`config.mk`:
```
export PLATFORM = sky130hd
export DESIGN_NAME = rv_serializer
export DESIGN_NICKNAME = d
export VERILOG_FILES = /design/src/rtl/rv_pkg.sv /design/src/rtl/rv_serializer.sv
export SDC_FILE = /design/constraint.sdc
export NUM_CORES = 1
export LEC_CHECK = 0
export CAP_MARGIN = 20
export CORE_UTILIZATION = 30
export CTS_CLUSTER_SIZE = 40
export DETAILED_ROUTE_END_ITERATION = 12
export HOLD_SLACK_MARGIN = 0.12
export PLACE_DENSITY = 0.6
export SYNTH_ARGS = -nofsm -noshare
export SYNTH_HDL_FRONTEND = slang
export SYNTH_SLANG_ARGS = --single-unit
```
`constraint.sdc`:
```
create_clock -name clk -period 11.2 [get_ports clk]
set_input_delay 2.8 -clock clk [delete_from_list [all_inputs] [get_ports clk]]
set_output_delay 2.8 -clock clk [all_outputs]
set_load 0.02 [all_outputs]
```
`src/rtl/rv_pkg.sv`:
```
// Shared definitions for the ready/valid byte-stream blocks: byte width and
// the serializer state encoding.
package rv_pkg;

  localparam int BYTE_W = 8;

  typedef enum logic {
    EMPTY = 1'b0,
    BUSY  = 1'b1
  } rv_ser_state_t;

endpackage

```
`src/rtl/rv_serializer.sv`:
```
// Ready/valid width downsizer: one IN_BYTES-wide word in, IN_BYTES bytes out, LSB first.
// Define RV_SERIALIZER_LAST_EN to add the e_last end-of-word flag.
module rv_serializer
  import rv_pkg::*;
#(
  parameter int IN_BYTES = 4
) (
  input  logic                       clk,
  input  logic                       rst,
  input  logic                       i_valid,
  output logic                       i_ready,
  input  logic [IN_BYTES*BYTE_W-1:0] i_data,
  output logic                       e_valid,
  input  logic                       e_ready,
  output logic [BYTE_W-1:0]          e_data
`ifdef RV_SERIALIZER_LAST_EN
  ,
  output logic                       e_last
`endif
);

  localparam int                CNT_W    = $clog2(IN_BYTES);
  localparam logic [CNT_W-1:0]  LAST_IDX = CNT_W'(IN_BYTES - 1);

  rv_ser_state_t                     state;
  logic [CNT_W-1:0]                  cnt;
  logic [IN_BYTES-1:0][BYTE_W-1:0]   word;
  logic                              last_beat;
  logic                              load;

  assign last_beat = (cnt == LAST_IDX);
  assign load      = i_valid & i_ready;

  // e_ready -> i_ready is combinational on purpose: it lets the next word load
  // in the same cycle the last byte leaves, so there is no bubble between words.
  always_comb begin
    // NOTE: default assignment first so no path leaves i_ready unassigned (no latch).
    i_ready = 1'b0;
    if (!rst) begin
      i_ready = (state == EMPTY) | ((state == BUSY) & last_beat & e_ready);
    end
  end

  // NOTE: sequential state uses non-blocking assignments so every register
  // samples the pre-edge values, independent of statement order.
  always_ff @(posedge clk) begin
    if (rst) begin
      state <= EMPTY;
      cnt   <= '0;
    end else begin
      case (state)
        EMPTY: begin
          if (i_valid) begin
            state <= BUSY;
            cnt   <= '0;
          end
        end
        BUSY: begin
          if (e_ready) begin
            if (!last_beat) begin
              cnt <= cnt + 1'b1;
            end else if (i_valid) begin
              cnt <= '0;
            end else begin
              state <= EMPTY;
            end
          end
        end
        default: begin
          state <= EMPTY;
          cnt   <= '0;
        end
      endcase
    end
  end

  // NOTE: the word register is datapath storage and is deliberately not reset;
  // it is only ever observed while state==BUSY, which implies it was loaded.
  always_ff @(posedge clk) begin
    if (load) begin
      word <= i_data;
    end
  end

  assign e_valid = (state == BUSY);
  assign e_data  = word[cnt];

`ifdef RV_SERIALIZER_LAST_EN
  assign e_last = e_valid & last_beat;
`endif

endmodule
```
# Yosys cells after proc, flatten, opt, wreduce, memory -nomap -nowiden

Cells that the tools add are included.

Multiplexer cells: 11
Order comparisons: 1
Bitwise logic cells: 5
Add/sub/neg operators: 1
Eq/ne operators: 2

Operator list:

| cell                | count |
|---|---|
| $bmux 8 s2          | 1 |
| $mux 8              | 1 |
| $mux 2              | 3 |
| $mux 1              | 4 |
| $pmux 2 s2          | 1 |
| $and 1x1->1         | 3 |
| $lt 2x3->1 const B  | 1 |
| $add 2x1->2 const B | 1 |
| $eq 2x2->1 const B  | 1 |
| $ne 2x2->1 const B  | 1 |
| $pmux 1 s2          | 1 |
| $not 1->1           | 1 |
| $or 1x1->1          | 1 |

Register bits after elaboration: 35

# Depth between registers and ports, before layout

Word-level depth: 6
Gate-level depth with buffers: 4

# Worst setup path after synthesis

OpenSTA, ideal clock, no wires.

Path kind: in2out
From: in e_ready
To: out i_ready
Stages on the path: 2
Required time: 8.400 ns
Slack: 5.236 ns
Path buffers: 0
Arrival time: 3.164 ns
Path through: a21boi_1 -> nor2_1

Longest elaborated chain between the ends: 3

Ends and longest elaborated chain:

| what        | RTL line            | text |
|---|---|---|
| from (decl) | rv_serializer.sv:14 | `input logic e_ready,` |
| $and 1x1->1 | rv_serializer.sv:40 | `i_ready = (state == EMPTY) \| ((state == BUSY) & last_beat & e_ready);` |
| $or 1x1->1  | rv_serializer.sv:40 |  |
| $mux 1      | rv_serializer.sv:39 | `if (!rst) begin` |
| to (decl)   | rv_serializer.sv:11 | `output logic i_ready,` |

No other way between the ends.

# Worst setup path after layout

Ends and elaborated chain as after synthesis.

==> results.yml <==
timing:
  worst_pin_slew_ns: 0.7127
  report.final.setup_viol: 0
  whs_ns: 0.5919
  timing.fmax_mhz: 142.6
  slew_viol_final: 0
  setup_tns_ns: 0
  layout_worst_path_cycle_share: 0.6260
  rsz0062_at_grt: "false"
  period_needed_ns: 7.011
  hold_violations: 0
  slew_headroom: 0.5243
  fin_skew_ns: 0.004276
finish:
  layout.nets: 150
  fillers: 359
  fin_cells: 164
  drive_gt1_frac: 0.1316
  area_growth_pct: 44.53
  antenna_cells: 0
  utilization: 0.4658
yosys:
  synth_top_area_frac: 0.7245
  syn_inst: 62
  synth_area_sq_um: 1326
  synthTopCellsByCount: "32 x edfxtp_1, 7 x mux4_2, 3 x dfxtp_1, 3 x nor2_1"
  yosysMostFrequentCell: "edfxtp_1"
  synth_edf_count: 32
  synth_warnings: 0
  synth_flop_cell: "edfxtp_1"
  ys_seq_area_frac: 0.7698
  synthTopCellsByArea: "edfxtp_1 72%, mux4_2 12%, dfxtp_1 4.5%"
  async_flop_share: 0
  syn-num-nets: 99
  syn-mean-instance-area_sq_um: 21.39
  yosysTopAreaCell: "edfxtp_1"
  yosys_register_bits: 35
  synth.distinct_cells: 19
run:
  drv_cap: 0
setup_path:
  crit_chain: "clkdlybuf4s50_1, a21boi_1, nor2_1, clkdlybuf4s50_1"
  worst-path-buf-inv: 2
  path_max_fanout: 5
  path_depth: 4
  start_kind: "input pin"
  path_common_cell: "clkdlybuf4s50_1"
  cp.required_ns: 8.40
  arrival_ns: 4.21
  slowest_delay_ns: 0.54
  crit_family: "buffers and inverters"
  ff2ff_path_depth: 4
  slowest_stage: "clkdlybuf4s50_1"
  path_class: "in2out"
  critPathCaptureType: "output pin"
floorplan:
  fp-row-count: 23
  start_util: 0.3223
  ios: 46
  coreArea_sq_um: 4115
  die_w_um: 68.49
  die_h_um: 68.49
  dieArea_sq_um: 4691
grt:
  grt_pass1_vias: 821
  grt_overflow: 0
  grt.total_usage: 0.1235
  grt_pass1_wl_um: 3822
  grt_max_degree: 33
  antenna_found_initial: 0
clocking:
  postCtsSetupRepairBufs: 0
  clock-sinks: 35
  cts_tree: "done"
  clock_latency_ns: 0.28
  cts_root_buffer: "clkbuf_8"
  postCtsResizedCells: 0
  cts_made_buffers: 5
  clkTransAtPathRegs_ns: 0.07
  cts.htree.levels: 2
  clk_path_buf_depth: 2
  holdBufCountCts: 0
drt:
  drc: 0
  num_vias: 779
  drtAntennaViolNets: 0
  wl_um: 2504
  firstDrtPassIters: 4
  wl_per_cell_um: 15.27
  drt_iter0_markers: 34
  vias_per_cell: 4.750
power:
  powerDensity_nw_per_um2: 137.8
  power_mw: 0.2642
  vdd_drop_max_v: 0.00005547
  p_leak_nw: 0.6286
place:
  port_buffers: 45
  place_inst: 156
  place_hpwl_um: 1654
  gp_congestion: 0.5690
worst_hold_path:
  hold_depth: 2
  hp-class: "reg2reg"
status:
  status: "finished, final reports clean"
==> cells in the final DEF, fill, tap and decap left out, drive strengths merged <==
cell,n
ha,1
buf,1
nor3b,1
nor2,3
a21oi,1
o21ai,1
inv,2
o211ai,2
nand3b,1
nor2b,1
a21boi,1
nand4b,1
dfxtp,3
mux4,8
a31oi,1
nor3,1
edfxtp,32
clkdlybuf4s50,45
clkbuf,7
clkinv,1
==> cell families after synthesis <==
group / count (synthesis) / share of synthesized area
AOI/OAI and AO/OA: 6 / 0.02924
buffers and inverters: 4 / 0.01792
DFF: 35 / 0.7698
muxes: 8 / 0.1387
and+or+nand+nor: 8 / 0.03491
adders and majority gates: 1 / 0.009432
==> path summary, 6_finish.rpt <==
| check | startpoint | to | slack, ns |
|---|---|---|---|
| worst max-delay path | e_ready | i_ready | 4.19 |
| worst min-delay path | e_valid$_SDFF_PP0_ | cnt[0]$_SDFFE_PP0P_ | 0.59 |
| worst max register to register | cnt[0]$_SDFFE_PP0P_ | word[16]$_DFFE_PP_ | 9.03 |
| worst min register to register | e_valid$_SDFF_PP0_ | cnt[0]$_SDFFE_PP0P_ | 0.59 |
==> where the power goes <==
part | total (mW) | switching, mW | internal, mW
Clock | 0.0850 | 0.0415 | 0.0436
Combinational | 0.0282 | 0.00981 | 0.0184
Sequential | 0.151 | 0.00254 | 0.148
Total | 0.264 | 0.0538 | 0.210
==> flip-flops by register name, indices dropped and copies added (netlist names) <==
register / cells
word: 32
cnt: 2
e_valid: 1
==> routing by layer <==
layer / vias to the layer above / global-route usage / share of wire
met1: 386 / 0.1258 / 0.37
met3: 4 / 0.04605 / 0.079
met5: - / 0 / 0
met4: 0 / 0.07813 / 0.013
met2: 32 / 0.2120 / 0.54
li1: 357 / - / -
==> stage by stage <==
| stage | worst slack (ns) | area, sq um |
|---|---|---|
| 2_1_floorplan | 5.236 | 1326 |
| 4_1_cts | 4.198 | 1917 |
| 3_3_place_gp | 4.272 | 1836 |
| 6_report | 4.189 | 1917 |
| 5_1_grt | 4.140 | 1917 |
| 3_5_place_dp | 4.202 | 1836 |
==> final cells by class <==
type / instances / area [sq um] / area share
timing repair buffer: 46 / 457.9 / 0.2389
sequential: 35 / 1021 / 0.5326
clock inverter: 1 / 5.005 / 0.002611
tap: 50 / 62.56 / 0.03264
multi-input combinational: 23 / 286.5 / 0.1495
inverter: 2 / 7.507 / 0.003916
clock buffer: 7 / 76.32 / 0.03982
==> tightest hold or removal path: cells and delay by family (launching register included) <==
kind,cells,cell delay (ns)
flip-flops,1,0.36
AO/OA/AOI/OAI,2,0.17
Note: power is estimated with default switching activity, not from simulation.
